===== config.mk =====
export PLATFORM = sky130hd
export DESIGN_NAME = sap_ctrl_seq_flat
export DESIGN_NICKNAME = d
export VERILOG_FILES = /design/src/rtl/sap_ctrl_pkg.sv /design/src/rtl/sap_ctrl_seq_if.sv /design/src/rtl/sap_ring_counter.sv /design/src/rtl/sap_ctrl_seq.sv /design/src/flat_wrapper.sv
export SDC_FILE = /design/constraint.sdc
export NUM_CORES = 1
export LEC_CHECK = 0
export BUFFER_PORTS_ARGS = -buffer_cell sky130_fd_sc_hd__buf_4
export CORE_MARGIN = 5
export CORE_UTILIZATION = 47
export DETAILED_ROUTE_END_ITERATION = 16
export GPL_TIMING_DRIVEN = 0
export HOLD_SLACK_MARGIN = 0.02
export PLACE_DENSITY = 0.77
export SLEW_MARGIN = 0
export SYNTH_ARGS = -nofsm -noshare
export SYNTH_HDL_FRONTEND = slang
export SYNTH_SLANG_ARGS = --single-unit

===== constraint.sdc =====
create_clock -name CLK -period 2.2 [get_ports CLK]
set_clock_uncertainty 0.05 [all_clocks]
set_input_delay 0.33 -clock CLK [delete_from_list [all_inputs] [get_ports CLK]]
set_output_delay 0.33 -clock CLK [all_outputs]
set_load 0.02 [all_outputs]

===== src/rtl/sap_ctrl_pkg.sv =====
// ---------------------------------------------------------------------------
// sap_ctrl_pkg
// Shared definitions for the SAP-1 controller-sequencer slice: default
// widths, the opcode map, the control-word bit positions, the packed
// control-word struct and a helper that sorts an opcode into the class
// the decoder acts on.
// ---------------------------------------------------------------------------
package sap_ctrl_pkg;

    // Default widths; the ring length is fixed at six states.
    localparam int SAP_OPCODE_W = 4;
    localparam int SAP_CW_W     = 12;
    localparam int SAP_NUM_T    = 6;

    // Opcode map (IR[7:4]).  Anything not listed behaves as a NOP.
    localparam logic [SAP_OPCODE_W-1:0] OP_LDA = 4'b0000;
    localparam logic [SAP_OPCODE_W-1:0] OP_ADD = 4'b0001;
    localparam logic [SAP_OPCODE_W-1:0] OP_SUB = 4'b0010;
    localparam logic [SAP_OPCODE_W-1:0] OP_OUT = 4'b1110;
    localparam logic [SAP_OPCODE_W-1:0] OP_HLT = 4'b1111;

    // Bit positions of each strobe inside the control word.
    localparam int CW_CP = 11;
    localparam int CW_EP = 10;
    localparam int CW_LM = 9;
    localparam int CW_CE = 8;
    localparam int CW_LI = 7;
    localparam int CW_EI = 6;
    localparam int CW_LA = 5;
    localparam int CW_EA = 4;
    localparam int CW_SU = 3;
    localparam int CW_EU = 2;
    localparam int CW_LB = 1;
    localparam int CW_LO = 0;

    // Control word, MSB first, matching the CW_* positions above.
    typedef struct packed {
        logic cp;   // increment program counter
        logic ep;   // program counter onto W-bus
        logic lm;   // load memory address register
        logic ce;   // RAM onto W-bus
        logic li;   // load instruction register
        logic ei;   // IR operand field onto W-bus
        logic la;   // load accumulator
        logic ea;   // accumulator onto W-bus
        logic su;   // ALU subtract select
        logic eu;   // ALU result onto W-bus
        logic lb;   // load B register
        logic lo;   // load output register
    } ctrl_word_t;

    // Decoder view of an opcode.
    typedef enum logic [2:0] {
        OPC_LDA,
        OPC_ADD,
        OPC_SUB,
        OPC_OUT,
        OPC_HLT,
        OPC_NOP
    } op_class_t;

    // Sorts a raw opcode into its class; unknown codes fall to NOP.
    function automatic op_class_t classify_op(input logic [SAP_OPCODE_W-1:0] op);
        op_class_t cls;
        case (op)
            OP_LDA:  cls = OPC_LDA;
            OP_ADD:  cls = OPC_ADD;
            OP_SUB:  cls = OPC_SUB;
            OP_OUT:  cls = OPC_OUT;
            OP_HLT:  cls = OPC_HLT;
            default: cls = OPC_NOP;
        endcase
        return cls;
    endfunction

endpackage


===== src/rtl/sap_ctrl_seq_if.sv =====
// ---------------------------------------------------------------------------
// sap_ctrl_seq_if
// Bundle between the controller-sequencer and the rest of the SAP-1 datapath.
//   OPCODE : IR upper nibble into the controller
//   T      : one-hot T-state out of the controller (T[0] = T1)
//   CON    : control word out of the controller, all strobes active-high
//   HLT    : halted flag out of the controller
// master = controller side, slave = datapath side.
// ---------------------------------------------------------------------------
interface sap_ctrl_seq_if
    import sap_ctrl_pkg::*;
#(
    parameter int OPCODE_W = SAP_OPCODE_W,
    parameter int CW_W     = SAP_CW_W,
    parameter int NUM_T    = SAP_NUM_T
);

    logic [OPCODE_W-1:0] OPCODE;
    logic [NUM_T-1:0]    T;
    logic [CW_W-1:0]     CON;
    logic                HLT;

    modport master (
        input  OPCODE,
        output T,
        output CON,
        output HLT
    );

    modport slave (
        output OPCODE,
        input  T,
        input  CON,
        input  HLT
    );

endinterface


===== src/rtl/sap_ring_counter.sv =====
// ---------------------------------------------------------------------------
// sap_ring_counter
// One-hot T-state ring for the SAP-1 sequencer.
//   clk     : rising-edge clock
//   rst     : asynchronous active-high reset, seeds T1
//   hold    : freeze the ring in its current state (halt)
//   load_t1 : jump straight back to T1 on the next edge (early return)
//   t       : one-hot state, t[0] = T1
// ---------------------------------------------------------------------------
module sap_ring_counter #(
    parameter int NUM_T = 6
) (
    input  logic             clk,
    input  logic             rst,
    input  logic             hold,
    input  logic             load_t1,
    output logic [NUM_T-1:0] t
);

    localparam logic [NUM_T-1:0] T1_OH = NUM_T'(1);

    logic [NUM_T-1:0] t_q;
    logic [NUM_T-1:0] t_d;
    logic             is_onehot;

    // A value is one-hot when it is non-zero and clearing its lowest set
    // bit leaves nothing behind.
    always_comb begin
        is_onehot = (t_q != '0) && ((t_q & (t_q - T1_OH)) == '0);
    end

    // Next-state selection.  A corrupted ring re-seeds to T1 before any
    // other request is honoured, so even a halted ring recovers.
    always_comb begin
        t_d = t_q;
        if (!is_onehot) begin
            t_d = T1_OH;
        end else if (hold) begin
            t_d = t_q;
        end else if (load_t1) begin
            t_d = T1_OH;
        end else begin
            t_d = {t_q[NUM_T-2:0], t_q[NUM_T-1]};
        end
    end

    // State register, T1 out of reset.
    always_ff @(posedge clk or posedge rst) begin
        if (rst) begin
            t_q <= T1_OH;
        end else begin
            t_q <= t_d;
        end
    end

    assign t = t_q;

endmodule


===== src/rtl/sap_ctrl_seq.sv =====
// ---------------------------------------------------------------------------
// sap_ctrl_seq
// SAP-1 controller-sequencer.  A six-state one-hot ring steps through
// fetch (T1-T3) and execute (T4-T6); the control word is decoded
// combinationally from the ring state, the IR opcode and the halt flag.
//   CLK : rising-edge clock
//   CLR : asynchronous active-high clear; forces T1, clears HLT and
//         gates CON to zero while high
//   bus : sap_ctrl_seq_if master side (OPCODE in; T, CON, HLT out)
// Optional build macro: CTRL_VARIABLE_CYCLE_EN
//   defined   -> ring returns to T1 right after the last useful state
//                (LDA after T5, OUT/NOP after T4, ADD/SUB use all six)
//   undefined -> every instruction takes the full six states
// ---------------------------------------------------------------------------
module sap_ctrl_seq
    import sap_ctrl_pkg::*;
#(
    parameter int OPCODE_W = SAP_OPCODE_W,
    parameter int CW_W     = SAP_CW_W,
    parameter int NUM_T    = SAP_NUM_T
) (
    input  logic           CLK,
    input  logic           CLR,
    sap_ctrl_seq_if.master bus
);

    // The decode below is written for exactly this geometry.
    if (NUM_T != 6) begin : g_bad_num_t
        $error("sap_ctrl_seq: NUM_T must be 6, got %0d", NUM_T);
    end
    if (OPCODE_W != SAP_OPCODE_W) begin : g_bad_opcode_w
        $error("sap_ctrl_seq: OPCODE_W must be %0d, got %0d", SAP_OPCODE_W, OPCODE_W);
    end
    if (CW_W != $bits(ctrl_word_t)) begin : g_bad_cw_w
        $error("sap_ctrl_seq: CW_W must be %0d, got %0d", $bits(ctrl_word_t), CW_W);
    end

    localparam logic [NUM_T-1:0] T1_OH = NUM_T'(1);
    localparam logic [NUM_T-1:0] T2_OH = NUM_T'(2);
    localparam logic [NUM_T-1:0] T3_OH = NUM_T'(4);
    localparam logic [NUM_T-1:0] T4_OH = NUM_T'(8);
    localparam logic [NUM_T-1:0] T5_OH = NUM_T'(16);
    localparam logic [NUM_T-1:0] T6_OH = NUM_T'(32);

    logic [OPCODE_W-1:0] opcode;
    logic [NUM_T-1:0]    t;
    op_class_t           op_class;
    logic                hlt_q;
    logic                hlt_d;
    logic                load_t1;
    ctrl_word_t          cw;

    assign opcode   = bus.OPCODE;
    assign op_class = classify_op(opcode);

    sap_ring_counter #(
        .NUM_T (NUM_T)
    ) u_ring (
        .clk     (CLK),
        .rst     (CLR),
        .hold    (hlt_q),
        .load_t1 (load_t1),
        .t       (t)
    );

    // Early-return request.  In the fixed build the ring always runs the
    // full six states.
    always_comb begin
        load_t1 = 1'b0;
`ifdef CTRL_VARIABLE_CYCLE_EN
        if (!hlt_q) begin
            if ((t == T4_OH) && ((op_class == OPC_OUT) || (op_class == OPC_NOP))) begin
                load_t1 = 1'b1;
            end
            if ((t == T5_OH) && (op_class == OPC_LDA)) begin
                load_t1 = 1'b1;
            end
        end
`endif
    end

    // Halt latches on the edge that closes T4 of an HLT instruction.  The
    // ring is not yet held on that edge, so it lands in T5 and stays there.
    always_comb begin
        hlt_d = hlt_q;
        if ((t == T4_OH) && (op_class == OPC_HLT)) begin
            hlt_d = 1'b1;
        end
    end

    // Halt flag; only CLR clears it.
    always_ff @(posedge CLK or posedge CLR) begin
        if (CLR) begin
            hlt_q <= 1'b0;
        end else begin
            hlt_q <= hlt_d;
        end
    end

    // Control-word decode.  Fetch states ignore the opcode; execute states
    // follow it combinationally.  CLR and halt force every strobe low, and
    // a non-one-hot ring matches no state, so it also yields an idle word.
    always_comb begin
        cw = '0;
        if (!CLR && !hlt_q) begin
            if (t == T1_OH) begin
                cw.ep = 1'b1;
                cw.lm = 1'b1;
            end else if (t == T2_OH) begin
                cw.cp = 1'b1;
            end else if (t == T3_OH) begin
                cw.ce = 1'b1;
                cw.li = 1'b1;
            end else if (t == T4_OH) begin
                case (op_class)
                    OPC_LDA, OPC_ADD, OPC_SUB: begin
                        cw.ei = 1'b1;
                        cw.lm = 1'b1;
                    end
                    OPC_OUT: begin
                        cw.ea = 1'b1;
                        cw.lo = 1'b1;
                    end
                    default: begin
                        cw = '0;
                    end
                endcase
            end else if (t == T5_OH) begin
                case (op_class)
                    OPC_LDA: begin
                        cw.ce = 1'b1;
                        cw.la = 1'b1;
                    end
                    OPC_ADD, OPC_SUB: begin
                        cw.ce = 1'b1;
                        cw.lb = 1'b1;
                    end
                    default: begin
                        cw = '0;
                    end
                endcase
            end else if (t == T6_OH) begin
                // SU only ever appears alongside EU.
                case (op_class)
                    OPC_ADD: begin
                        cw.la = 1'b1;
                        cw.eu = 1'b1;
                    end
                    OPC_SUB: begin
                        cw.la = 1'b1;
                        cw.su = 1'b1;
                        cw.eu = 1'b1;
                    end
                    default: begin
                        cw = '0;
                    end
                endcase
            end
        end
    end

    assign bus.T   = t;
    assign bus.CON = cw;
    assign bus.HLT = hlt_q;

endmodule


===== src/flat_wrapper.sv =====
// flat-port wrapper written by rule: the top's interface ports become plain ports
module sap_ctrl_seq_flat import sap_ctrl_pkg::*;
#(
    parameter int OPCODE_W = SAP_OPCODE_W,
    parameter int CW_W     = SAP_CW_W,
    parameter int NUM_T    = SAP_NUM_T
)
  (CLK, CLR, bus_OPCODE, bus_T, bus_CON, bus_HLT);
  sap_ctrl_seq_if #(.OPCODE_W(OPCODE_W), .CW_W(CW_W), .NUM_T(NUM_T)) bus_i ();
  input  logic CLK;
  input  logic CLR;
  input wire logic [$bits(bus_i.OPCODE)-1:0] bus_OPCODE;
  output wire logic [$bits(bus_i.T)-1:0] bus_T;
  output wire logic [$bits(bus_i.CON)-1:0] bus_CON;
  output wire logic [$bits(bus_i.HLT)-1:0] bus_HLT;
  assign bus_i.OPCODE = bus_OPCODE;
  assign bus_T = bus_i.T;
  assign bus_CON = bus_i.CON;
  assign bus_HLT = bus_i.HLT;
  sap_ctrl_seq #(.OPCODE_W(OPCODE_W), .CW_W(CW_W), .NUM_T(NUM_T)) u_core (.CLK(CLK), .CLR(CLR), .bus(bus_i));
endmodule

==> results of run 1 <==
## placed cells by master (no fill, tap or decap), types with 3 or more instances in the layout
cell type	count
buf_4	36
buf_6	4
clkbuf_4	3
dfrtp_1	5
mux2i_1	4
nand2_1	3
nor2_1	13
o21ai_0	3
## state kept, by name (all words and copies together) (netlist names)
name and flops:
u_core.bus.HLT 1, u_core.u_ring.t 6
## power groups by stage
stage | clock network [mW] | registers, mW | logic (mW)
floorplan | 0 | 0.261 | 0.546
detailed placement | 0 | 0.213 | 0.803
CTS | 0.126 | 0.211 | 1.01
global placement | 0 | 0.212 | 0.791
finish | 0.123 | 0.229 | 1.04
global route | 0.140 | 0.236 | 1.12
## stage by stage
stage	power (mW)	instances
2_1_floorplan	0.8070	77
3_3_place_gp	1.003	116
3_5_place_dp	1.016	116
4_1_cts	1.345	130
5_1_grt	1.494	132
6_report	1.395	132
## synth_stat cells, types with 2 or more instances
cell and number:
mux2i_1 4, a211o_1 2, a21oi_1 3, nor3_1 2, dfrtp_1 6, buf_4 2, nand3_1 2, or4_1 2
buf_6 2, nor2b_1 2, nor2_1 14, nor4b_4 2, nand2_1 3, nor4b_1 2, o21ai_0 3, and2b_2 2
nor4_1 2, and2_1 2
## routing by layer
metal	wire length, um	up-vias	GRT usage, %
li1	-	358	-
met1	859	364	27.11
met2	1054	33	32.72
met3	171	5	5.639
met4	27	0	10.75
met5	0	-	0
## repair_timing
action                                 4_1_cts  5_1_grt
pin swaps                                    8        6
endpoints found under the hold margin        6        0
hold buffers                                 1        0
resized for setup                            9        6
setup endpoints to repair                    9        9
buffers inserted                             9        3
## cell type report
class / instances / area [sq um] / share of cell area, %
Buffer: 6 / 53.80 / 5.083
Clock buffer: 4 / 26.28 / 2.482
Inverter: 1 / 3.754 / 0.3546
Multi-Input combinational cell: 62 / 496.7 / 46.93
Sequential cell: 7 / 177.7 / 16.78
Tap cell: 15 / 18.77 / 1.773
Timing Repair Buffer: 37 / 281.5 / 26.60
## worst min-delay path, stage by stage
cell and delay (ns):
buf_4 0.12, nand2_1 0.14, o21bai_1 0.10
## cells by family (layout without fill, tap and decap cells)
logic type,after synthesis,after routing
buffers and inverters,8,48
AND/OR/NAND/NOR,43,43
flip-flops,7,7
multiplexers,4,4
AO/OA/AOI/OAI,13,13
XOR/XNOR,2,2
## final timing paths
path | start | to | slack (ns)
max | u_core.u_ring.t[5] | bus_CON[8] | -0.12
min | bus_OPCODE[1] | u_core.bus.HLT | 0.42
max reg2reg | u_core.u_ring.t[5] | u_core.u_ring.t[0] | 0.32
min reg2reg | u_core.u_ring.t[3] | u_core.u_ring.t[3] | 0.65
max in group asynchronous | CLR | u_core.u_ring.t[0] | 1.26
min in group asynchronous | CLR | u_core.bus.HLT | 0.56
==> flow_summary.yaml, run 1 <==
grt:
  antenna_found_initial: 0
  largest_net_degree_at_the_start_of_global_routing: 11
  groute.usage.overall_pct: 21.22
  number_of_global_route_vias_before_repair: 742
  grt_first_pass_wirelength_um: 3291
  grt_remaining_overflow: 0
logic_synthesis:
  synth_top_area_share_pct: 22.43
  yosysSeqAreaShare_pct: 26.36
  main_combinational_cell_family_by_area_after_synthesis: "simple AND/OR/NAND/NOR gates"
  netlist-cell-type-count: 38
  synth_area_in_compound_gates_pct: 13.46
  postSynthRegisterBits: 7
  post_synth_and_or_nand_nor_area_fraction_pct: 41.87
  synth_fa_ha_area_share_pct: 0
  synthArstFlopShare_pct: 100.0
  synth_warnings: 0
  synth_edf_count: 0
  postSynthNetCount: 83
  post_synth_inst_count: 77
  yosysTopAreaCell: "dfrtp_1"
  yosys-mux-area-fraction_pct: 5.981
  synth.top_cells.by_area: "dfrtp_1 22%, nor2_1 7.9%, nor4b_4 7.1%, mux2i_1 6.0%, dfstp_2 3.9%"
  ys.flop_type: "dfrtp_1"
  post_synth_xor_area_fraction_pct: 2.617
  synthesis.area_sq_um: 669.4
  avgSynthCellArea_sq_um: 8.693
drt:
  ant_nets: 0
  dr.pass1.iters: 4
  total_wirelength_um: 2113
  num_vias: 760
  drt_iter0_drc: 14
  route.detailed.wl_per_inst_um: 16.01
  post_drt_via_cell_ratio: 5.758
  drt_drc_violations_left: 0
power_and_ir_drop:
  sw_frac_of_total_pct: 45.49
  comb_power_share_pct: 74.7
  static-leakage-power_nw: 0.4770
  share_clk_of_total_power_pct: 8.8
  total_power_density_per_cell_area_nw_per_um2: 1318
  p_sw_mw: 0.6344
  vdd_drop_max_v: 0.0009785
  power_internal_mw: 0.7603
  seq_power_share_pct: 16.4
floorplan:
  chipWidth_um: 47.74
  dieArea_sq_um: 2279
  initial_utilization_pct: 50.81
  core_area_sq_um: 1318
  die_y_um: 47.74
  row_count: 13
  io_pins: 25
sta:
  final_max_slew_viol_count: 0
  fmaxAchievable_ghz: 0.4316
  hold_viol: 0
  finalCriticalPeriod_ns: 2.317
  rsz_0062_raised_after_global_routing: "yes"
  fin_ws_ns: -0.1170
  finalSetupTns_ns: -0.3748
  final.hold.worst_slack_ns: 0.4220
  timing.final.setup_violations: 7
  portion_of_the_clock_cycle_consumed_by_the_worst_path_in_the_final_layout_pct: 105.3
  tightest_slew_ns: 0.5786
  maxSlewHeadroom_pct: 60.43
critical_path:
  sort_of_element_at_the_end_of_the_critical_path: "output port"
  critical_path.n_buffers_inverters: 1
  timing.critical_path.from_type: "flip-flop"
  crit_arrival_ns: 1.94
  cp_num_cells: 5
  critical_path.cell_chain: "or3_4, nor4b_4, nand3_1, a21oi_1, buf_4"
  ff2ff_path_depth: 5
  timing.setup.critical_path_class: "reg -> out"
  worst_ep_required_time_ns: 1.82
  critical_path_peak_fanout: 7
  maximum_single_stage_delay_on_the_critical_path_ns: 0.47
  worst_path_dominant_cell_family: "simple AND/OR/NAND/NOR gates"
  cpMaxStageDelayCell: "dfrtp_2"
place:
  finalWeightedCongestion: 0.8082
  placement.setup.worst_slack_ns: 0.08114
  buffer_ports.inserted: 24
  dpl.hpwl_um: 1357
  post_place_cell_area_sq_um: 883.3
clocking:
  cts_htree_levels: 1
  tritoncts: "yes"
  cts.clk_slew.worst_paths_ns: 0.06
  clock_tree.buffer_depth: 2
  clkSinkCount: 7
  cts-buffers-inserted: 3
  clock_latency_ns: 0.26
  clock-root-buffer: "clkbuf_4"
run:
  drv.max_cap_violation_count: 0
cells_and_area:
  fillCellCount: 90
  num_antenna_cells: 0
  finalCoreUtilization_pct: 80.34
  design_area_sq_um: 1059
  layout.nets: 124
  area.growth.synth_to_final_pct: 58.13
  drive_gt1_share_pct: 52.99
hold_path:
  holdPathStages: 3
  worstHoldPathType: "in -> reg"
run_status:
  outcome: "finished, violations left"
  violations: "setup timing"
No activity file was read; power rests on OpenSTA's default activity.
==> run 2, diff against run 1 <==
--- a/config.mk
+++ b/config.mk
@@ -8,6 +8,7 @@
 export BUFFER_PORTS_ARGS = -buffer_cell sky130_fd_sc_hd__buf_4
 export CORE_MARGIN = 5
 export CORE_UTILIZATION = 47
+export CTS_BUF_LIST = sky130_fd_sc_hd__clkbuf_8 sky130_fd_sc_hd__clkbuf_16
 export DETAILED_ROUTE_END_ITERATION = 16
 export GPL_TIMING_DRIVEN = 0
 export HOLD_SLACK_MARGIN = 0.02
==> run 2 against run 1 <==
The flow still finishes with violations (setup timing). Clock power increased by 46%. Sequential cell count unchanged. Count of clock-buffer cells in the layout decreased by 1. Hold slack got worse by 0.40 ns. Die area unchanged. Power increased by 4.8%. Final cell count decreased by 2.3%. Critical path depth unchanged. Combinational power about the same. Maximum frequency increased by 1.6%. Sequential share of layout area decreased by 0.14 points. Non-clock buffer count decreased by 3. Critical endpoint unchanged.
==> flow_summary.yaml, run 2 (synthesized netlist as in run 1, its figures left out) <==
cells_and_area:
  area.growth.synth_to_final_pct: 59.44
  drive_gt1_share_pct: 50.88
  fillCellCount: 92
  layout.nets: 121
  largest_reg_flops: 6
  num_antenna_cells: 0
  finalCoreUtilization_pct: 81.01
  most_frequent_cells_in_the_layout: "33 x buf_4, 14 x nor2_1, 5 x buf_6, 5 x dfrtp_1"
  final_common_cell: "buf_4"
power_and_ir_drop:
  total_power_density_per_cell_area_nw_per_um2: 1370
  totalPowerFinal_mw: 1.462
  p_sw_mw: 0.6391
  comb_power_share_pct: 73.1
  seq_power_share_pct: 14.6
  sw_frac_of_total_pct: 43.72
  power_internal_mw: 0.8229
  vdd_drop_max_v: 0.001147
  share_clk_of_total_power_pct: 12.3
  static-leakage-power_nw: 0.4796
grt:
  grt_remaining_overflow: 0
  groute.usage.overall_pct: 19.89
  grt_first_pass_wirelength_um: 3091
  largest_net_degree_at_the_start_of_global_routing: 11
  number_of_global_route_vias_before_repair: 764
  grt.busiest_layer: "met2"
  antenna_found_initial: 0
  grt_use_met1_pct: 23.81
  grt_use_met2_pct: 31.13
  globalRouteMet3Util_pct: 4.887
sta:
  fin_ws_ns: -0.07954
  finalCriticalPeriod_ns: 2.280
  final_max_slew_viol_count: 0
  maxSlewHeadroom_pct: 54.55
  tightest_slew_ns: 0.6645
  portion_of_the_clock_cycle_consumed_by_the_worst_path_in_the_final_layout_pct: 103.6
  final.hold.worst_slack_ns: 0.02327
  timing.final.setup_violations: 4
  fmaxAchievable_ghz: 0.4387
  hold_viol: 0
  rsz_0062_raised_after_global_routing: "yes"
drt:
  drt_iter0_drc: 21
  dr.pass1.iters: 4
  total_wirelength_um: 1987
  drt_drc_violations_left: 0
  num_vias: 746
  post_drt_via_cell_ratio: 5.783
  ant_nets: 0
  route.detailed.wl_per_inst_um: 15.40
run_status:
  outcome: "finished, violations left"
  violations: "setup timing"
critical_path:
  sort_of_element_at_the_end_of_the_critical_path: "output port"
  crit_arrival_ns: 1.90
  timing.setup.critical_path_class: "reg -> out"
  critical_path.cell_chain: "or3_4, nor4b_4, nand3_1, a21oi_1, buf_4"
  critical_path_peak_fanout: 7
  critical_path.n_buffers_inverters: 1
  crit_path_start: "u_core.u_ring.t[5]"
  timing.rr.end: "u_core.u_ring.t[0]"
  r2r-start: "u_core.u_ring.t[5]"
  cpMaxStageDelayCell: "dfrtp_2"
  ff2ff_path_depth: 5
  worstSetupEndpoint: "bus_CON[8]"
  timing.critical_path.from_type: "flip-flop"
  maximum_single_stage_delay_on_the_critical_path_ns: 0.46
  worst_ep_required_time_ns: 1.82
  cp_num_cells: 5
  worst_path_dominant_cell_family: "simple AND/OR/NAND/NOR gates"
  reg2reg_slack_ns: 0.33
clocking:
  clock_tree.buffer_depth: 2
  clkSinkCount: 7
  clock_latency_ns: 0.23
  cts_htree_levels: 1
  cts.clk_slew.worst_paths_ns: 0.04
  cts_hold_buffers: 0
  clock-root-buffer: "clkbuf_8"
  tritoncts: "yes"
  cts-buffers-inserted: 3
floorplan:
  die_y_um: 47.74
  chipWidth_um: 47.74
  io_pins: 25
  row_count: 13
  dieArea_sq_um: 2279
  core_area_sq_um: 1318
  initial_utilization_pct: 50.81
place:
  dpl.hpwl_um: 1357
  finalWeightedCongestion: 0.8082
  buffer_ports.inserted: 24
run:
  drv.max_cap_violation_count: 0
hold_path:
  worstHoldPathType: "in -> async"
## run 2: final cells by class
cell class / instances / area, sq um / area share (%)
repair buffers: 33 / 251.5 / 23.56
clock inverters: 1 / 3.754 / 0.3517
well taps: 15 / 18.77 / 1.759
multi-input cells: 62 / 499.2 / 46.78
flip-flops and latches: 7 / 177.7 / 16.65
inverters: 1 / 3.754 / 0.3517
plain buffers: 7 / 71.32 / 6.682
clock buffers: 3 / 41.29 / 3.869
## run 2: power groups by stage
stage / clock network [mW] / logic, mW / registers (mW)
after floorplan: 0 / 0.546 / 0.261
after global placement: 0 / 0.791 / 0.212
after detailed placement: 0 / 0.803 / 0.213
after CTS: 0.185 / 0.997 / 0.212
after global routing: 0.198 / 1.15 / 0.219
final: 0.180 / 1.07 / 0.214
## run 2: worst register-to-register path, stage by stage, from the launching register on
cell      delay, ns
dfrtp_2        0.46
or3_4          0.44
nor4b_4        0.32
a211oi_4       0.09
buf_4          0.17
a211o_1        0.26
## run 2: stage by stage
stage	worst slack [ns]	std cells	TNS [ns]	area, sq um
2_1_floorplan	0.02595	77	0	684.4
3_3_place_gp	0.06552	116	0	883.3
3_5_place_dp	0.08114	116	0	883.3
4_1_cts	-0.08044	128	-0.2173	1033
5_1_grt	-0.1475	129	-0.6338	1067
6_report	-0.07954	129	-0.1681	1067
## run 2: worst min path at each step
stage	startpoint	endpoint	cells past startpoint
after floorplan	CLR	u_core.bus.HLT	1
after global placement	CLR	u_core.bus.HLT	2
after detailed placement	CLR	u_core.bus.HLT	2
after CTS	CLR	u_core.bus.HLT	2
after global routing	CLR	u_core.bus.HLT	2
final	CLR	u_core.bus.HLT	2
## run 2: layer usage
layer | vias up | part of all wire [%] | wire (um)
met5 | - | 0 | 0
met4 | 0 | 1.5 | 29
met3 | 3 | 7.7 | 153
met2 | 34 | 50 | 992
met1 | 356 | 41 | 811
li1 | 353 | - | -
## run 2: repair_timing
action	CTS	global route
endpoints found under the setup margin	8	9
pin swaps	5	5
gates cloned	0	0
resized for setup	9	7
setup buffers	8	1
==> run 3, diff against run 2 <==
--- a/config.mk
+++ b/config.mk
@@ -7,13 +7,14 @@
 export LEC_CHECK = 0
 export BUFFER_PORTS_ARGS = -buffer_cell sky130_fd_sc_hd__buf_4
 export CORE_MARGIN = 5
-export CORE_UTILIZATION = 47
+export CORE_UTILIZATION = 48
 export CTS_BUF_LIST = sky130_fd_sc_hd__clkbuf_8 sky130_fd_sc_hd__clkbuf_16
 export DETAILED_ROUTE_END_ITERATION = 16
 export GPL_TIMING_DRIVEN = 0
 export HOLD_SLACK_MARGIN = 0.02
-export PLACE_DENSITY = 0.77
+export PLACE_DENSITY = 0.78
 export SLEW_MARGIN = 0
 export SYNTH_ARGS = -nofsm -noshare
 export SYNTH_HDL_FRONTEND = slang
+export SYNTH_HIERARCHICAL = 1
 export SYNTH_SLANG_ARGS = --single-unit
==> run 3 against run 2 <==
The run now ends clean. Sequential power is 2% lower. Maximum frequency is 8.2% higher. Final area is 8.0% lower. Sequential cell count stayed put. Via count is 1.1% higher. Wire length is 3.1% lower. Area after synthesis is 3.6% higher. Count of clock-buffer cells in the layout stayed put. First-iteration DRC count is 24% lower. Critical path depth is 1 lower. Die area is 1.1% higher. Combinational power is 66% lower.
==> flow_summary.yaml, run 3 <==
run_status:
  outcome: "complete, no violations"
cells_and_area:
  most_frequent_cells_in_the_layout: "26 x buf_4, 8 x nor2_1, 6 x inv_1, 6 x conb_1"
  finalCoreUtilization_pct: 73.64
  num_antenna_cells: 0
  area.growth.synth_to_final_pct: 41.70
  drive_gt1_share_pct: 35.65
  layoutNonFillerInstCount: 130
  layout.nets: 122
  largest_reg_flops: 6
  final_common_cell: "buf_4"
clocking:
  post_cts_repair_timing_setup_buffer_count: 0
  clock_latency_ns: 0.23
  clock-root-buffer: "clkbuf_8"
  clkSinkCount: 7
  tritoncts: "yes"
  clock_tree.buffer_depth: 2
  cts_htree_levels: 1
  cts.clk_slew.worst_paths_ns: 0.04
  cts-buffers-inserted: 3
logic_synthesis:
  synth_warnings: 6
  yosys.cell_count.top_type: "nor2_1"
  avgSynthCellArea_sq_um: 8.558
  synth_top_cells_by_count: "8 x nor2_1, 6 x dfrtp_1, 6 x nor4b_1"
  ys.flop_type: "dfrtp_1"
  yosysTopAreaCell: "dfrtp_1"
  yosysSeqAreaShare_pct: 25.45
  postSynthRegisterBits: 7
  synthArstFlopShare_pct: 100.0
  post_synth_inst_count: 81
  netlist-cell-type-count: 35
  synth_top_area_share_pct: 21.66
  synth_edf_count: 0
  synth.top_cells.by_area: "dfrtp_1 22%, nor4b_1 7.6%, o2111ai_1 6.3%, nor3b_1 5.4%, o41ai_2 4.7%"
  synthesis.area_sq_um: 693.2
hold_path:
  worstHoldEndpoint: "u_core/bus.HLT"
  worstHoldPathType: "in -> reg"
  timing.hold.worst.start: "bus_OPCODE[1]"
  holdPathStages: 2
drt:
  total_wirelength_um: 1925
  route.detailed.wl_per_inst_um: 14.81
  num_vias: 754
  drt_drc_violations_left: 0
  post_drt_via_cell_ratio: 5.800
  drt_iter0_drc: 16
  ant_nets: 0
  dr.pass1.iters: 4
power_and_ir_drop:
  vdd_drop_max_v: 0.0005100
  total_power_density_per_cell_area_nw_per_um2: 757.8
  static-leakage-power_nw: 0.4455
  totalPowerFinal_mw: 0.7443
critical_path:
  r2r-start: "u_core/u_ring/t[4]"
  critical_path_peak_fanout: 7
  timing.rr.end: "u_core/u_ring/t[5]"
  timing.critical_path.from_type: "flip-flop"
  crit_arrival_ns: 1.73
  worst_ep_required_time_ns: 1.82
  timing.setup.critical_path_class: "reg -> out"
  critical_path.n_buffers_inverters: 1
  critical_path.cell_chain: "nor4_4, nand3_2, o31ai_2, buf_4"
  cpMaxStageDelayCell: "dfrtp_1"
  ff2ff_path_depth: 4
  sort_of_element_at_the_end_of_the_critical_path: "output port"
  worst_path_dominant_cell_family: "simple AND/OR/NAND/NOR gates"
  reg2reg_slack_ns: 0.44
  maximum_single_stage_delay_on_the_critical_path_ns: 0.49
sta:
  final_max_slew_viol_count: 0
  rsz_0062_raised_after_global_routing: "no"
  finalSetupTns_ns: 0
  fmaxAchievable_ghz: 0.4744
  final.hold.worst_slack_ns: 0.4019
  maxSlewHeadroom_pct: 64.40
  hold_viol: 0
  tightest_slew_ns: 0.5283
  finalCriticalPeriod_ns: 2.108
  portion_of_the_clock_cycle_consumed_by_the_worst_path_in_the_final_layout_pct: 95.81
  timing.final.setup_violations: 0
grt:
  number_of_global_route_vias_before_repair: 650
  antenna_found_initial: 0
  grt_remaining_overflow: 0
  groute.usage.overall_pct: 18.43
  largest_net_degree_at_the_start_of_global_routing: 14
  grt_first_pass_wirelength_um: 2932
place:
  finalWeightedCongestion: 0.8052
  number_of_placed_instances_taps_included: 125
  buffer_ports.inserted: 24
  dpl.hpwl_um: 1439
floorplan:
  core_area_sq_um: 1334
  row_count: 13
  chipWidth_um: 48
  die_y_um: 48
  io_pins: 25
  initial_utilization_pct: 51.97
  dieArea_sq_um: 2304
run:
  drv.max_cap_violation_count: 0
[run 3: per-layer routing]
| layer | up-vias | routed length, um | global-route usage (%) |
|---|---|---|---|
| met2 | 21 | 905 | 28.23 |
| met1 | 356 | 842 | 24.21 |
| met4 | 0 | 42 | 9.140 |
| met5 | - | 0 | 0 |
| li1 | 373 | - | - |
| met3 | 4 | 135 | 4.135 |
[run 3: logic make-up after synthesis]
family	after synthesis	synth area share, %
compound gates	19	24.19
xor+xnor	2	2.528
buf+inv	10	6.498
flops	7	25.45
other cells	1	0.5410
simple gates	42	40.80
[run 3: power breakdown]
part	total [mW]	internal (mW)	switching (mW)
Clock	0.175	0.121	0.0549
Sequential	0.209	0.157	0.0514
Combinational	0.360	0.148	0.212
Total	0.744	0.426	0.318
[run 3: layout make-up]
| class | count | area [sq um] |
|---|---|---|
| timing repair buffer | 25 | 190.2 |
| sequential | 7 | 177.7 |
| clock buffer | 3 | 41.29 |
| buffer | 4 | 22.52 |
| inverter | 6 | 22.52 |
| fill | 113 | 351.6 |
| tap | 15 | 18.77 |
| multi-input combinational | 69 | 505.5 |
| clock inverter | 1 | 3.754 |
[run 3: worst max-delay path by stage]
| stage | from | to | slack, ns | cells past startpoint |
|---|---|---|---|---|
| after floorplan | u_core/u_ring/t[5] | bus_CON[9] | 0.22 | 3 |
| after global placement | u_core/u_ring/t[5] | bus_CON[9] | 0.31 | 4 |
| after detailed placement | u_core/u_ring/t[5] | bus_CON[9] | 0.27 | 4 |
| after CTS | u_core/u_ring/t[5] | bus_CON[9] | 0.03 | 4 |
| after global routing | u_core/u_ring/t[1] | bus_CON[4] | 0.01 | 5 |
| final | u_core/bus.HLT | bus_CON[8] | 0.09 | 4 |
[run 3: repair_timing]
action | in CTS | in global routing
hold buffers | 1 | 0
endpoints found under the hold margin | 6 | 0
resized for setup | 0 | 3
setup endpoints to repair | 0 | 2
[run 3: stage by stage]
step	worst slack, ns	instance area [sq um]
2_1_floorplan	0.2235	711.9
6_report	0.09228	982.2
4_1_cts	0.02846	965.9
3_3_place_gp	0.3129	910.9
5_1_grt	0.01354	982.2
3_5_place_dp	0.2740	910.9
